$ cat src/rtl/pwm_pkg.sv
// rtl/pwm_pkg.sv - shared types and constants for the PWM speed command stage
package pwm_pkg;

    typedef enum logic [1:0] {
        IDLE = 2'd0,
        UP   = 2'd1,
        DOWN = 2'd2,
        HOLD = 2'd3
    } state_t;

    localparam int SPEED_W_DEFAULT = 3;
    localparam logic [SPEED_W_DEFAULT-1:0] SPEED_MAX = '1;

endpackage

$ cat src/rtl/btn_debounce.sv
// rtl/btn_debounce.sv - two-flop synchroniser, debounce counter and press pulse for one button
module btn_debounce
    import pwm_pkg::*;
#(
    parameter int DEBOUNCE_CYCLES = 1000
) (
    input  logic clk,
    input  logic rst_n,
    input  logic btn,
    output logic press
);

    localparam int CW = $clog2(DEBOUNCE_CYCLES);
    localparam logic [CW-1:0] CNT_LAST = CW'(DEBOUNCE_CYCLES - 1);

    logic          sync_q1;
    logic          sync_q2;
    logic          level;
    logic [CW-1:0] cnt;

    always_ff @(posedge clk or negedge rst_n) begin
        if (!rst_n) begin
            sync_q1 <= 1'b0;
            sync_q2 <= 1'b0;
            level   <= 1'b0;
            cnt     <= '0;
            press   <= 1'b0;
        end else begin
            sync_q1 <= btn;
            sync_q2 <= sync_q1;
            press   <= 1'b0;
            if (sync_q2 == level) begin
                cnt <= '0;
            end else if (cnt == CNT_LAST) begin
                // Level flips and only a rising flip produces a press event
                cnt   <= '0;
                level <= sync_q2;
                press <= sync_q2;
            end else begin
                cnt <= cnt + 1'b1;
            end
        end
    end

endmodule

$ cat src/rtl/pwm_speed_ctrl.sv
// rtl/pwm_speed_ctrl.sv - button-driven saturating target with timed soft-start/soft-stop ramp
module pwm_speed_ctrl
    import pwm_pkg::*;
#(
    parameter int DEBOUNCE_CYCLES = 1000,
    parameter int RAMP_CYCLES     = 100000,
    parameter int SPEED_W         = SPEED_W_DEFAULT
) (
    input  logic               clk,
    input  logic               rst_n,
    input  logic               btn_up,
    input  logic               btn_dn,
    input  logic               btn_stop,
    output logic [SPEED_W-1:0] speed,
    output logic               enable,
    output logic [SPEED_W-1:0] target,
    output logic               busy
);

    localparam int RW = $clog2(RAMP_CYCLES);
    localparam logic [RW-1:0]      RAMP_LAST = RW'(RAMP_CYCLES - 1);
    localparam logic [SPEED_W-1:0] SPD_MAX   = '1;

    logic          up_p;
    logic          dn_p;
    logic          stop_p;
    state_t        state;
    state_t        state_nx;
    logic [RW-1:0] ramp_cnt;

    btn_debounce #(.DEBOUNCE_CYCLES(DEBOUNCE_CYCLES)) u_db_up (
        .clk   (clk),
        .rst_n (rst_n),
        .btn   (btn_up),
        .press (up_p)
    );

    btn_debounce #(.DEBOUNCE_CYCLES(DEBOUNCE_CYCLES)) u_db_dn (
        .clk   (clk),
        .rst_n (rst_n),
        .btn   (btn_dn),
        .press (dn_p)
    );

    btn_debounce #(.DEBOUNCE_CYCLES(DEBOUNCE_CYCLES)) u_db_stop (
        .clk   (clk),
        .rst_n (rst_n),
        .btn   (btn_stop),
        .press (stop_p)
    );

    // Stop wins; opposing up/down presses cancel each other
    always_ff @(posedge clk or negedge rst_n) begin
        if (!rst_n) begin
            target <= '0;
        end else if (stop_p) begin
            target <= '0;
        end else if (up_p && !dn_p && target != SPD_MAX) begin
            target <= target + 1'b1;
        end else if (dn_p && !up_p && target != '0) begin
            target <= target - 1'b1;
        end
    end

    always_comb begin
        state_nx = IDLE;
        if (speed < target) begin
            state_nx = UP;
        end else if (speed > target) begin
            state_nx = DOWN;
        end else if (speed != '0) begin
            state_nx = HOLD;
        end
    end

    // Ramp timer restarts on any direction change so every step takes a full period
    always_ff @(posedge clk or negedge rst_n) begin
        if (!rst_n) begin
            state    <= IDLE;
            speed    <= '0;
            ramp_cnt <= '0;
            enable   <= 1'b0;
            busy     <= 1'b0;
        end else begin
            state  <= state_nx;
            enable <= (state_nx != IDLE);
            busy   <= (speed != target);
            if (state_nx != state || state_nx == IDLE || state_nx == HOLD) begin
                ramp_cnt <= '0;
            end else if (ramp_cnt == RAMP_LAST) begin
                ramp_cnt <= '0;
                if (state == UP) begin
                    speed <= speed + 1'b1;
                end else begin
                    speed <= speed - 1'b1;
                end
            end else begin
                ramp_cnt <= ramp_cnt + 1'b1;
            end
        end
    end

endmodule

$ cat config.mk
export PLATFORM = sky130hd
export DESIGN_NAME = pwm_speed_ctrl
export DESIGN_NICKNAME = d
export VERILOG_FILES = /design/src/rtl/pwm_pkg.sv /design/src/rtl/btn_debounce.sv /design/src/rtl/pwm_speed_ctrl.sv
export SDC_FILE = /design/constraint.sdc
export NUM_CORES = 1
export LEC_CHECK = 0
export ABC_AREA = 1
export ABC_CLOCK_PERIOD_IN_PS = 4450
export BUFFER_PORTS_ARGS = -buffer_cell sky130_fd_sc_hd__buf_2
export CAP_MARGIN = 20
export CORE_ASPECT_RATIO = 2
export CORE_MARGIN = 2
export CORE_UTILIZATION = 26
export CTS_CLUSTER_SIZE = 24
export DETAILED_ROUTE_END_ITERATION = 12
export GPL_ROUTABILITY_DRIVEN = 0
export HOLD_SLACK_MARGIN = 0.12
export PLACE_DENSITY_LB_ADDON = 0.25
export REMOVE_ABC_BUFFERS = 1
export SLEW_MARGIN = 20
export SYNTH_ARGS = -nofsm -noshare
export SYNTH_HDL_FRONTEND = slang
export SYNTH_SLANG_ARGS = --single-unit
$ cat constraint.sdc
create_clock -name clk -period 4.45 [get_ports clk]
set_input_delay 0.2225 -clock clk [delete_from_list [all_inputs] [get_ports clk]]
set_output_delay 0.2225 -clock clk [all_outputs]
set_load 0.02 [all_outputs]
Word-level counts from Yosys, hierarchy flattened. Index checks and enable logic that the tools add are counted.

$add $sub $neg: 8. Magnitude comparators: 2. Equal/unequal tests: 12. Multiplexer cells: 21. Bitwise operators: 4. Reduce and logical (&&, ||, !) cells: 17.

Operators with widths (count): $mux W10 (6); $mux W17 (2); $add A10 B1 Y10 const B (3); $eq A10 B10 Y1 const B (3); $add A17 B1 Y17 const B (1); $eq A17 B17 Y1 const B (1); $mux W3 (4); $reduce_bool A3 Y1 (3); $reduce_and A2 Y1 (4); $add A3 B1 Y3 const B (2); $mux W1 (6); $mux W2 (3); $sub A3 B1 Y3 const B (2); $logic_and A1 B1 Y1 (4); $not A1 Y1 (4); $eq A1 B1 Y1 (3); $gt A3 B3 Y1 (1); $lt A3 B3 Y1 (1); $ne A3 B3 Y1 (1); $ne A3 B3 Y1 const B (1); $eq A2 B1 Y1 const B (1); $eq A2 B2 Y1 const B (1); $logic_not A1 Y1 (2); $logic_not A2 Y1 (1); other kinds (3) (4).

Register bits after elaboration: 69. Bits of input ports: 5. Output and inout bits: 8. Logic and storage cells: 85.

Depth between registers and ports, before layout.
Depth after elaboration: 9. Mapped depth: 10.

Hierarchy. Synthesis repeated with hierarchy kept, for this count alone.

Cell total of the unflattened synthesis: 449. Area, all modules: 3658.5 µm².

By module, submodules not included: btn_debounce (times used 3, cells each 67, area an instance 651.9 µm², sequential area each 350.3 µm²); pwm_speed_ctrl (times used 1, cells each 248, area an instance 1702.9 µm², sequential area each 675.6 µm²).

Worst setup path after synthesis. Ideal clock, no wire load.

Kind: reg-to-reg. Start: register target[2]. End: register ramp_cnt[6]. Setup time: 121 ps. Data arrival time: 1636 ps. Slack: 2692 ps. Stages on the path, launching flop included: 10. Clock period less this slack: 1758 ps. Path through: dfrtp_1 -> inv_1 -> ha_1 -> a21oi_1 -> nand2_1 -> nand4_1 -> nand2_2 -> inv_4 -> buf_6 -> nor2_1.

Longest elaborated chain between the ends: 7. Elaborated cells on any way between the ends: 10. Those cells by class: order compare: 2; eq/ne: 2; mux: 3; reduce/logical: 3.

RTL lines: start, declared (RTL line pwm_speed_ctrl.sv:16) `output logic [SPEED_W-1:0] target,`; start signal, assigned (RTL line pwm_speed_ctrl.sv:59) `target <= target + 1'b1;`; start signal, assigned (RTL line pwm_speed_ctrl.sv:61) `target <= target - 1'b1;`; $gt A3 B3 Y1 (RTL line pwm_speed_ctrl.sv:69) `end else if (speed > target) begin`; $mux W2 (RTL line pwm_speed_ctrl.sv:69); $mux W2 * (RTL line pwm_speed_ctrl.sv:67) `if (speed < target) begin`; $ne A2 B2 Y1 or $logic_not A2 Y1 (tied branches) (RTL line pwm_speed_ctrl.sv:88) `if (state_nx != state || state_nx == IDLE || state_nx == HOLD) begin`; $logic_or A1 B1 Y1 (RTL line pwm_speed_ctrl.sv:88); $logic_or A1 B1 Y1 * (RTL line pwm_speed_ctrl.sv:88); $mux W17 * (RTL line pwm_speed_ctrl.sv:88); end signal, assigned (RTL line pwm_speed_ctrl.sv:98) `ramp_cnt <= ramp_cnt + 1'b1;`; end, declared (RTL line pwm_speed_ctrl.sv:29) `logic [RW-1:0] ramp_cnt;`.

Mark *: on every way between the ends. The rest lies on a longest branch, timed or not. A chain may end at the register's enable or synchronous reset.

Worst setup path after layout.
Start: register target[2]. End: register ramp_cnt[5].

The elaborated chain is that of the path after synthesis.

==> summary.md <==
| Metric | Value |
|---|---|
| Post-synth EDFFs | 0 |
| Worst slew slack as a fraction of its limit | 41.4% |
| Final Slew Violations | 0 |
| Number of cells upsized or downsized after cts | 0 |
| Fillcell total | between 1000 and 1500 |
| Clock Latency Late Sink | 0.33 ns |
| Net switching component of the power | 0.298 mW |
| CP arrival | just over 2 ns |
| Width of the die | roughly 85 µm |
| Final Hold Fails | 0 |
| Top post-synthesis cells by count | 93 x sky130_fd_sc_hd__nand2_1, 76 x sky130_fd_sc_hd__nor2_1, 69 x sky130_fd_sc_hd__dfrtp_1, 46 x sky130_fd_sc_hd__inv_1, 27 x sky130_fd_sc_hd__nand3_1 |
| Part of the cycle the worst path needs | approximately 40% |
| Maximum achievable frequency | approximately 550 MHz |
| Area of the core region | around 13000 µm² |
| Site Rows | 59 |
| Total setup buffers inserted after CTS | 0 |
| Max-Cap Viols | 0 |
| Post-route standard cell area excluding fillers | around 4000 µm² |
| Most used DFF post-synth | sky130_fd_sc_hd__dfrtp_1 |
| Initial core utilization | between 20% and 30% |
| Root buffer cell | sky130_fd_sc_hd__clkbuf_16 |
| Crit path capture type | flop |
| Number of global-route vias before repair | 2731 |
| Routed vias | between 2000 and 3000 |
| Overall die height | about 170 µm |
| Max H-tree Level | 3 |
| Post-route DRC | 0 |
| Cell-internal power | between 1 and 1.5 mW |
| Average wire length per cell after detail routing | around 11 µm |
| Worst-path maximum fanout | 17 |
| Count of cell types in the netlist | 28 |
| Combinational share of power | under 10% |
| Number of cells on the worst reg-to-reg path | 8 |
| Final setup violation count | 0 |
| Critical path launch point type | flop |
| Worst-case setup margin in the final layout | around 2.6 ns |
| Net switching share of the total power | about a fifth |
| IO Port Bufs | 12 |
| Slew at the pin closest to its max-slew limit | 0.880 ns |
| Path type of the worst min-delay path | input pin to asynchronous set/reset pin |
| Sequential group share of total power | between 40% and 50% |
| Top-level port count | 13 |
| Area share of the largest cell type after synthesis | between 50% and 60% |
| Leading cell type by number of instances after synthesis | sky130_fd_sc_hd__nand2_1 |
| Post-synthesis instance area | 3420 µm² |
| Seq/Total Area, Yosys | around 50% |
| Placed wire-length estimate after detailed placement | between 4 and 5 mm |
| Leakage power | between 1.5 and 2 nW |
| ANT cells | 0 |
| Final #Nets | ~450 |
| #FFs+latches synth | 69 |
| Critical path class | flop to flop |
| Share of post-route cells with drive strength above 1 | 9.61% |
| Req. time, crit path | between 4 and 5 ns |
| Clock transition at path regs | 0.06 ns |
| Worst clock skew | roughly 0.0076 ns |
| Vias/cell | around 4.4 |
| Number of buffers created by CTS | 9 |
| Run status | finished clean |
| Remaining global-route overflow | 0 |
| RSZ-0062 raised after global routing | false |
| Global-route wire length before repair | between 10 and 15 mm |
| Mapped Avg Cell Area | 8.40 µm² |
| Number of detailed-route iterations in the first pass | 4 |
| Number of nets with antenna violations after detailed routing | 0 |
| Antenna violations before repair | 0 |
| Total Routed Length | ~6.7 mm |
| CTS tree | done |
| Post-route setup TNS | 0 ns |
| FFs w/ async S/R, synth | between 90% and 100% |
| Die Footprint | 14100 µm² |
| DP Worst Slack | approximately 2.6 ns |
| Power share of the clock group | 52.7% |
| Number of buffers between clock root and the deepest sink | 2 |
| Peak VDD IR | 0.000208 V |
| Maximum number of pins on one net before global-route repair | 70 |
| Layout overhead on the synthesized area | 16.9% |
| Post-CTS Hold Buffers | 3 |
| Warnings, synthesis | 0 |
| Number of clock sinks | 69 |
| Power per unit of standard cell area | approximately 360 nW/µm² |
| Min Tclk post-route | 1.81 ns |
| Placed Instance Area | ~3700 µm² |
| Cells after Synth | roughly 410 |
| Violation count after the first detailed-routing iteration | approximately 150 |
| Synth area leaders | sky130_fd_sc_hd__dfrtp_1 51%, sky130_fd_sc_hd__nand2_1 10%, sky130_fd_sc_hd__nor2_1 8.3% |
| Global-route usage over all layers | about a tenth |
| Area leader, netlist | sky130_fd_sc_hd__dfrtp_1 |
[worst max-delay path, cell delays in order (launching register included)]
cell and delay, ns:
sky130_fd_sc_hd__dfrtp_1 0.42, sky130_fd_sc_hd__inv_1 0.10, sky130_fd_sc_hd__ha_1 0.32, sky130_fd_sc_hd__a21oi_1 0.23, sky130_fd_sc_hd__nand2_1 0.13, sky130_fd_sc_hd__nand4_1 0.12
sky130_fd_sc_hd__nand2_2 0.12, sky130_fd_sc_hd__inv_4 0.19, sky130_fd_sc_hd__nor2_1 0.07
[layout by cell type, fill, tap and decap left out, types with 3 or more instances in the layout]
cell,Yosys,final
sky130_fd_sc_hd__nand2_2,3,3
sky130_fd_sc_hd__a21oi_1,8,8
sky130_fd_sc_hd__clkinv_2,1,4
sky130_fd_sc_hd__o21ai_0,3,3
sky130_fd_sc_hd__nor2_1,76,76
sky130_fd_sc_hd__ha_1,7,7
sky130_fd_sc_hd__nor3_1,11,11
sky130_fd_sc_hd__xnor2_1,7,7
sky130_fd_sc_hd__nand3_1,27,27
sky130_fd_sc_hd__nand4_1,14,14
sky130_fd_sc_hd__xor2_1,20,20
sky130_fd_sc_hd__dlygate4sd3_1,0,3
sky130_fd_sc_hd__nand3b_1,3,3
sky130_fd_sc_hd__buf_2,0,12
sky130_fd_sc_hd__dfrtp_1,69,69
sky130_fd_sc_hd__clkbuf_16,0,9
sky130_fd_sc_hd__nor2_2,4,4
sky130_fd_sc_hd__nand2_1,93,93
sky130_fd_sc_hd__inv_1,46,46
[stage by stage]
stage	hold slack (ns)	total power, mW	utilization [%]	std cells
2_1_floorplan	-0.0731	0.669	-	405
3_3_place_gp	0.334	0.690	28.3	570
3_5_place_dp	0.332	0.690	28.3	570
4_1_cts	0.138	1.46	30.9	589
5_1_grt	0.183	1.48	30.9	589
6_report	0.0834	1.43	30.9	589
[power groups by stage]
stage                     registers [mW]  logic [mW]  clock network [mW]
after floorplan                    0.654      0.0144                   0
after global placement             0.656      0.0334                   0
after detailed placement           0.656      0.0333                   0
after CTS                          0.645      0.0354               0.777
after global routing               0.646      0.0406               0.798
final                              0.645      0.0331               0.755
[metal layers]
layer	up-vias	GRT usage [%]	part of all wire [%]
li1	1331	-	-
met1	1232	10.9	39
met2	35	18.8	54
met3	17	2.14	2.7
met4	0	7.18	4.3
met5	-	0	0
[flip-flops by register name, indices dropped and copies added, names as in the netlist, 2 cells and up]
signal,cells
ramp_cnt,17
u_db_dn.cnt,10
u_db_stop.cnt,10
u_db_up.cnt,10
speed,3
target,3
state,2
[area by class of cell]
| class | instances | area [µm²] | share of cell area [%] |
|---|---|---|---|
| clock buffers | 11 | 233 | 5.83 |
| inverters | 49 | 188 | 4.70 |
| clock inverters | 5 | 75.1 | 1.88 |
| flip-flops and latches | 69 | 1730 | 43.2 |
| repair buffers | 16 | 97.6 | 2.44 |
| well taps | 152 | 190 | 4.76 |
| multi-input cells | 287 | 1490 | 37.2 |
[cell families (layout without fill, tap and decap cells)]
| family | after synthesis | in the layout | synth area share, % |
|---|---|---|---|
| AND/OR/NAND/NOR | 237 | 237 | 30.6 |
| flip-flops | 69 | 69 | 50.5 |
| buffers and inverters | 51 | 81 | 6.04 |
| XOR/XNOR | 27 | 27 | 6.92 |
| AO/OA/AOI/OAI | 14 | 14 | 2.23 |
| adder cells (fa/ha/maj) | 9 | 9 | 3.73 |
[path summary, 6_finish.rpt]
path                                                   from                     endpoint  slack (ns)
worst max-delay path                  target[2]$_DFFE_PN0P_        ramp_cnt[5]$_DFF_PN0_        2.64
worst min-delay path                                  rst_n       ramp_cnt[12]$_DFF_PN0_        0.08
worst max register to register        target[2]$_DFFE_PN0P_        ramp_cnt[5]$_DFF_PN0_        2.64
worst min register to register  u_db_stop.sync_q1$_DFF_PN0_  u_db_stop.sync_q2$_DFF_PN0_        0.34
max in group asynchronous                             rst_n     u_db_up.cnt[7]$_DFF_PN0_        3.78
min in group clk                u_db_stop.sync_q1$_DFF_PN0_  u_db_stop.sync_q2$_DFF_PN0_        0.34
(Power assumes the default switching activity.)
